--- src/rtl/wb_uart_tracer_if.sv ---
// rtl/wb_uart_tracer_if.sv - writeback snoop bus seen by the UART tracer.
// Carries PC_WB as well when WB_TRACE_PC_EN is defined.
interface wb_uart_tracer_if;
  logic        WB_EN;
  logic [4:0]  dest;
  logic [31:0] writeVal;
`ifdef WB_TRACE_PC_EN
  logic [31:0] PC_WB;

  modport master (output WB_EN, dest, writeVal, PC_WB);
  modport slave  (input  WB_EN, dest, writeVal, PC_WB);
`else
  modport master (output WB_EN, dest, writeVal);
  modport slave  (input  WB_EN, dest, writeVal);
`endif
endinterface

--- src/rtl/wb_uart_tracer.sv ---
// rtl/wb_uart_tracer.sv - buffers register writebacks and sends them as 8N1 UART packets.
// Define WB_TRACE_PC_EN to append PC_WB to every packet (9 bytes, marker 3'b110).
module wb_uart_tracer #(
  parameter int CLK_FREQ     = 50000000,
  parameter int BAUD         = 115200,
  parameter int CLKS_PER_BIT = CLK_FREQ / BAUD,
  parameter int FIFO_DEPTH   = 8
) (
  input  logic                        clk,
  input  logic                        rst,
  input  logic                        trace_en,
  wb_uart_tracer_if.slave             wb,
  output logic                        tx,
  output logic                        busy,
  output logic                        overflow,
  output logic [$clog2(FIFO_DEPTH):0] fifo_count
);

`ifdef WB_TRACE_PC_EN
  localparam int         ENTRY_W   = 69;
  localparam int         NUM_BYTES = 9;
  localparam logic [2:0] MARKER    = 3'b110;
`else
  localparam int         ENTRY_W   = 37;
  localparam int         NUM_BYTES = 5;
  localparam logic [2:0] MARKER    = 3'b101;
`endif
  localparam int PKT_W = NUM_BYTES * 8;
  localparam int AW    = $clog2(FIFO_DEPTH);
  localparam int CNT_W = AW + 1;
  localparam int CW    = $clog2(CLKS_PER_BIT);

  typedef enum logic [1:0] {S_IDLE, S_START, S_DATA, S_STOP} state_e;

  state_e             state_q, state_d;
  logic [CW-1:0]      clk_cnt_q, clk_cnt_d;
  logic [2:0]         bit_idx_q, bit_idx_d;
  logic [3:0]         byte_idx_q, byte_idx_d;
  logic [PKT_W-1:0]   pkt_q, pkt_d;
  logic               tx_q, tx_d;
  logic [AW-1:0]      wr_ptr_q, wr_ptr_d;
  logic [AW-1:0]      rd_ptr_q, rd_ptr_d;
  logic [CNT_W-1:0]   count_q, count_d;
  logic               overflow_q, overflow_d;
  logic [ENTRY_W-1:0] mem_q [FIFO_DEPTH];
  logic [ENTRY_W-1:0] mem_d [FIFO_DEPTH];

  logic               capture, full, push, pop;
  logic               bit_done, last_byte;
  logic [7:0]         cur_byte;
  logic [ENTRY_W-1:0] entry;

`ifdef WB_TRACE_PC_EN
  assign entry = {wb.dest, wb.writeVal, wb.PC_WB};
`else
  assign entry = {wb.dest, wb.writeVal};
`endif

  assign capture   = trace_en && wb.WB_EN && (wb.dest != 5'd0);
  assign full      = (count_q == CNT_W'(FIFO_DEPTH));
  assign bit_done  = (clk_cnt_q == CW'(CLKS_PER_BIT - 1));
  assign last_byte = (byte_idx_q == 4'(NUM_BYTES - 1));
  // The byte on the wire is always the top of pkt_q; it shifts up after each stop bit.
  assign cur_byte  = pkt_q[PKT_W-1 -: 8];

  always_ff @(posedge clk) begin
    if (rst) begin
      state_q    <= S_IDLE;
      clk_cnt_q  <= '0;
      bit_idx_q  <= '0;
      byte_idx_q <= '0;
      pkt_q      <= '0;
      tx_q       <= 1'b1;
      wr_ptr_q   <= '0;
      rd_ptr_q   <= '0;
      count_q    <= '0;
      overflow_q <= 1'b0;
    end else begin
      state_q    <= state_d;
      clk_cnt_q  <= clk_cnt_d;
      bit_idx_q  <= bit_idx_d;
      byte_idx_q <= byte_idx_d;
      pkt_q      <= pkt_d;
      tx_q       <= tx_d;
      wr_ptr_q   <= wr_ptr_d;
      rd_ptr_q   <= rd_ptr_d;
      count_q    <= count_d;
      overflow_q <= overflow_d;
    end
  end

  always_ff @(posedge clk) begin
    mem_q <= mem_d;
  end

  always_comb begin
    state_d = state_q;
    unique case (state_q)
      S_IDLE:  if (count_q != '0) state_d = S_START;
      S_START: if (bit_done) state_d = S_DATA;
      S_DATA:  if (bit_done && (bit_idx_q == 3'd7)) state_d = S_STOP;
      S_STOP:  if (bit_done) state_d = last_byte ? S_IDLE : S_START;
      default: state_d = S_IDLE;
    endcase
  end

  // tx is registered, so the line trails the state by one clock.
  always_comb begin
    tx_d = 1'b1;
    pop  = 1'b0;
    unique case (state_q)
      S_IDLE:  pop  = (count_q != '0);
      S_START: tx_d = 1'b0;
      S_DATA:  tx_d = cur_byte[bit_idx_q];
      S_STOP:  tx_d = 1'b1;
      default: tx_d = 1'b1;
    endcase
  end

  always_comb begin
    clk_cnt_d  = (state_q == S_IDLE || bit_done) ? '0 : clk_cnt_q + CW'(1);
    bit_idx_d  = bit_idx_q;
    byte_idx_d = byte_idx_q;
    pkt_d      = pkt_q;
    if (state_q == S_START) begin
      bit_idx_d = '0;
    end
    if (state_q == S_DATA && bit_done) begin
      bit_idx_d = bit_idx_q + 3'd1;
    end
    if (pop) begin
      pkt_d      = {MARKER, mem_q[rd_ptr_q]};
      byte_idx_d = '0;
    end
    if (state_q == S_STOP && bit_done && !last_byte) begin
      pkt_d      = pkt_q << 8;
      byte_idx_d = byte_idx_q + 4'd1;
    end
  end

  // A full FIFO still accepts a push when the head leaves on the same edge.
  always_comb begin
    push       = capture && (!full || pop);
    overflow_d = overflow_q || (capture && !push);
    wr_ptr_d   = wr_ptr_q + AW'(push);
    rd_ptr_d   = rd_ptr_q + AW'(pop);
    count_d    = count_q + CNT_W'(push) - CNT_W'(pop);
    mem_d      = mem_q;
    if (push) begin
      mem_d[wr_ptr_q] = entry;
    end
  end

  assign tx         = tx_q;
  assign busy       = (count_q != '0) || (state_q != S_IDLE);
  assign overflow   = overflow_q;
  assign fifo_count = count_q;

endmodule

--- src/flat_wrapper.sv ---
// flat-port wrapper written by rule: the top's interface ports become plain ports
module wb_uart_tracer_flat 
#(
  parameter int CLK_FREQ     = 50000000,
  parameter int BAUD         = 115200,
  parameter int CLKS_PER_BIT = CLK_FREQ / BAUD,
  parameter int FIFO_DEPTH   = 8
)
  (clk, rst, trace_en, tx, busy, overflow, fifo_count, wb_WB_EN, wb_dest, wb_writeVal);
  wb_uart_tracer_if wb_i ();
  input  logic clk;
  input  logic rst;
  input  logic trace_en;
  output logic tx;
  output logic busy;
  output logic overflow;
  output logic [$clog2(FIFO_DEPTH):0] fifo_count;
  input wire logic [$bits(wb_i.WB_EN)-1:0] wb_WB_EN;
  input wire logic [$bits(wb_i.dest)-1:0] wb_dest;
  input wire logic [$bits(wb_i.writeVal)-1:0] wb_writeVal;
  assign wb_i.WB_EN = wb_WB_EN;
  assign wb_i.dest = wb_dest;
  assign wb_i.writeVal = wb_writeVal;
  wb_uart_tracer #(.CLK_FREQ(CLK_FREQ), .BAUD(BAUD), .CLKS_PER_BIT(CLKS_PER_BIT), .FIFO_DEPTH(FIFO_DEPTH)) u_core (.clk(clk), .rst(rst), .trace_en(trace_en), .wb(wb_i), .tx(tx), .busy(busy), .overflow(overflow), .fifo_count(fifo_count));
endmodule
--- config.mk ---
export PLATFORM = sky130hd
export DESIGN_NAME = wb_uart_tracer_flat
export DESIGN_NICKNAME = d
export VERILOG_FILES = /design/src/rtl/wb_uart_tracer_if.sv /design/src/rtl/wb_uart_tracer.sv /design/src/flat_wrapper.sv
export SDC_FILE = /design/constraint.sdc
export NUM_CORES = 1
export LEC_CHECK = 0
export CAP_MARGIN = 20
export CORE_AREA = 2 2 159 161
export CTS_BUF_LIST = sky130_fd_sc_hd__clkbuf_4 sky130_fd_sc_hd__clkbuf_8
export DETAILED_ROUTE_END_ITERATION = 6
export DIE_AREA = 0 0 161 163
export PLACE_DENSITY_LB_ADDON = 0.05
export SYNTH_ARGS = -nofsm -noshare
export SYNTH_HDL_FRONTEND = slang
export SYNTH_SLANG_ARGS = --single-unit
--- constraint.sdc ---
create_clock -name clk -period 5.64 [get_ports clk]
set_input_delay 1.41 -clock clk [delete_from_list [all_inputs] [get_ports clk]]
set_output_delay 1.41 -clock clk [all_outputs]
set_load 0.005 [all_outputs]
==> impl_results.md <==
- Status: finished, final reports clean
- # hold bufs at CTS: 0
- Hpwl dp: around 17000 um
- Worst r2r dst: u_core.mem_q[153]
- Setup slack after layout: 1.88 ns
- Post-route design area: ~16000 um^2
- Vias in the first global route: about 8000
- Reg2reg start: u_core.state_q[0]
- Gate Count Post-Synth: 916
- Post-synth EDFFs: about 300
- Layout cells sized above 1: 0.148
- Syn Std Cell Area: approximately 15000 um^2
- CTS max path bufs: 3
- Final Hold Viols: 0
- Setup TNS: 0 ns
- Largest net degree at the start of global routing: between 100 and 150
- Critical path launch point: u_core.state_q[0]
- Worst hold path type: flip-flop to flip-flop
- Diode count: 0
- Die Y: between 150 and 200 um
- Resize count post-CTS: 0
- Max-slew violations: 0
- Syn Area/Cell: between 15 and 20 um^2
- Beginning of the worst hold path: u_core.pkt_q[30]
- Post-CTS setup repair buffer count: 0
- Fin Clk Skew: approximately 0.035 ns
- Layout Nets: ~1000
- Net Count, Synth: 977
- WL final: 29000 um
- Core area: between 20000 and 25000 um^2
- P&R area growth vs syn: 12.8%
- WP data arrival: about 2.4 ns
- Ranking of synthesized cells by area: edfxtp_1 (61%), dfxtp_1 (9.6%), mux2i_1 (8.6%), a22oi_1 (3.0%), mux4_2 (2.8%)
- Worst setup endpoint: busy
- Site row count: 58
- CP Launch Type: flip-flop
- Global-route wire length before repair: roughly 45000 um
- Final setup violating endpoints: 0
- CP Capture Type: output port
- Wirelength per Cell: around 21 um
- Unrepaired setup endpoints after global routing: no
- Post-synthesis sequential element count: 366
- Count of port buffers added during placement: 47
- Area share of the largest cell type after synthesis: 0.610
- Number of detailed-route iterations in the first pass: 4
- Clock slew at reported path FFs: about 0.060 ns
- Worst Path Max Fanout: 7
- CTS Sinks: between 300 and 400
- Max-cap violation count: 0
- Detailed router's first-iteration violation count: between 600 and 700
- Fin util: 0.667
- Top_reg_cell synth: edfxtp_1
- Post-DRT Antenna Nets: 0
- Gr usage total: 0.227
- Max Freq: around 0.27 GHz
- Pre-CTS setup slack: 1.29 ns
- GP Congestion: 0.774
- Type of the worst setup path: flip-flop to output port
- Power Density: 441 nW/um^2
- Tmin final: between 3 and 4 ns
- Yosys cell types: 48
- Root buffer cell: clkbuf_8
- Post-synth top area cell: edfxtp_1
- FF-to-FF setup slack: approximately 2.8 ns
- Post-synthesis sequential area ratio: 0.706
- Grt total ovfl: 0
- Slew HR: 0.291
- Vias post-DR: around 8000
- Leak pwr: about 5.3 nW
- IO Count: 48
- Initial core utilization: 0.591
- VDD IR-drop max: about 0.00037 V
- CTS buffer count: 56
- DRC: 0
- Cell Area, Placed: roughly 15000 um^2
- Die X: approximately 160 um
- Async set-or-reset flop fraction in the synthesized netlist: 0
- CTS tree: yes
- Htree depth: 2
- Ys Warns: 0
- CP required: 4.23 ns
- Via-to-Cell Ratio: between 5 and 6
- Antenna violations before repair: 0
- Worst-Skew Late Latency: a little over 0.6 ns
- Crit share post-route: 0.666
- Reg2Reg Depth: 7
- Worst slew pin tran: between 1 and 1.5 ns
- Die ar.: around 26000 um^2
==> worst max-delay path: stages (launching register included) <==
cell,delay [ns]
dfxtp_1,0.42
inv_1,0.13
ha_1,0.31
and4bb_2,0.31
inv_1,0.09
clkdlybuf4s50_1,0.51
==> layer usage <==
metal	global-route usage	part of all wire	wire length, um
met5	0	0	0
met4	0.0800	0.023	670
met1	0.292	0.42	12100
met3	0.0423	0.056	1640
met2	0.391	0.50	14600
==> Yosys cell counts, types with 3 or more instances <==
cell type,number
nor3_1,7
a211oi_2,9
o21ai_0,3
edfxtp_1,296
a311oi_1,29
a21oi_1,9
nand2b_1,7
buf_6,12
ha_1,19
nand2_1,37
nor2_1,65
nand3b_1,4
buf_2,17
mux4_2,18
nor2b_1,6
xor2_1,3
inv_1,12
clkbuf_1,18
and3_1,5
xnor2_1,7
nand3_1,40
a22oi_1,58
or3_1,4
buf_4,9
mux2i_1,125
dfxtp_1,70
==> cell families (layout without fill, tap and decap cells) <==
kind of cell / Yosys count / after routing / synth area share
compound gates: 119 / 119 / 0.0653
xor+xnor: 10 / 10 / 0.00601
buf+inv: 69 / 177 / 0.0277
fa+ha+maj: 20 / 20 / 0.0177
mux: 146 / 146 / 0.116
simple gates: 186 / 186 / 0.0613
flops: 366 / 366 / 0.706
==> final cells by class <==
type,instances,area [um^2]
Clock inverter,20,148
Inverter,12,45.0
Timing Repair Buffer,63,618
Multi-Input combinational cell,481,3960
Tap cell,330,413
Clock buffer,82,972
Sequential cell,366,10300
Fill cell,1750,8220
==> metrics by stage <==
step	cells	power, mW	hold WS (ns)
3_5_place_dp	1251	5.11	0.449
3_3_place_gp	1251	5.06	0.442
2_1_floorplan	916	4.66	0.430
5_1_grt	1354	7.61	0.495
4_1_cts	1353	7.28	0.458
6_report	1354	7.26	0.453
==> how the worst min path moves through the flow <==
stage,to,slack (ns),cells past startpoint
after global routing,u_core.clk_cnt_q[0],0.50,1
after CTS,u_core.pkt_q[38],0.46,2
after detailed placement,u_core.pkt_q[38],0.45,2
after floorplan,u_core.clk_cnt_q[0],0.43,1
final,u_core.pkt_q[38],0.45,2
after global placement,u_core.clk_cnt_q[0],0.44,1
==> registers in the layout, summed over array words and instances, names as in the netlist, 2 cells and up <==
name and count:
u_core.state_q 2, u_core.wr_ptr_q 3, u_core.fifo_count 4, u_core.rd_ptr_q 3, u_core.bit_idx_q 3, u_core.pkt_q 40, u_core.byte_idx_q 4, u_core.clk_cnt_q 9
u_core.mem_q 296
==> power breakdown <==
part           switching (mW)  total (mW)  internal (mW)
clock                   0.955        2.15           1.20
sequential              0.133        3.28           3.14
combinational            1.07        1.83          0.766
==> placed cells by master, fill, tap and decap left out, types with 7 or more instances in the layout <==
master	netlist	routed
clkinv_1	0	12
nand2_1	37	37
mux2i_1	125	125
inv_1	12	12
nor2_4	0	7
xnor2_1	7	7
mux4_2	18	18
a21oi_1	9	9
a22oi_1	58	58
clkbuf_4	0	25
nand3_1	40	40
a311oi_1	29	29
edfxtp_1	296	296
dfxtp_1	70	69
nand2b_1	7	7
buf_4	9	14
nor2_1	65	58
clkdlybuf4s50_1	0	46
ha_1	19	19
clkbuf_8	0	57
a211oi_2	9	9
No activity file was read; power rests on OpenSTA's default activity.
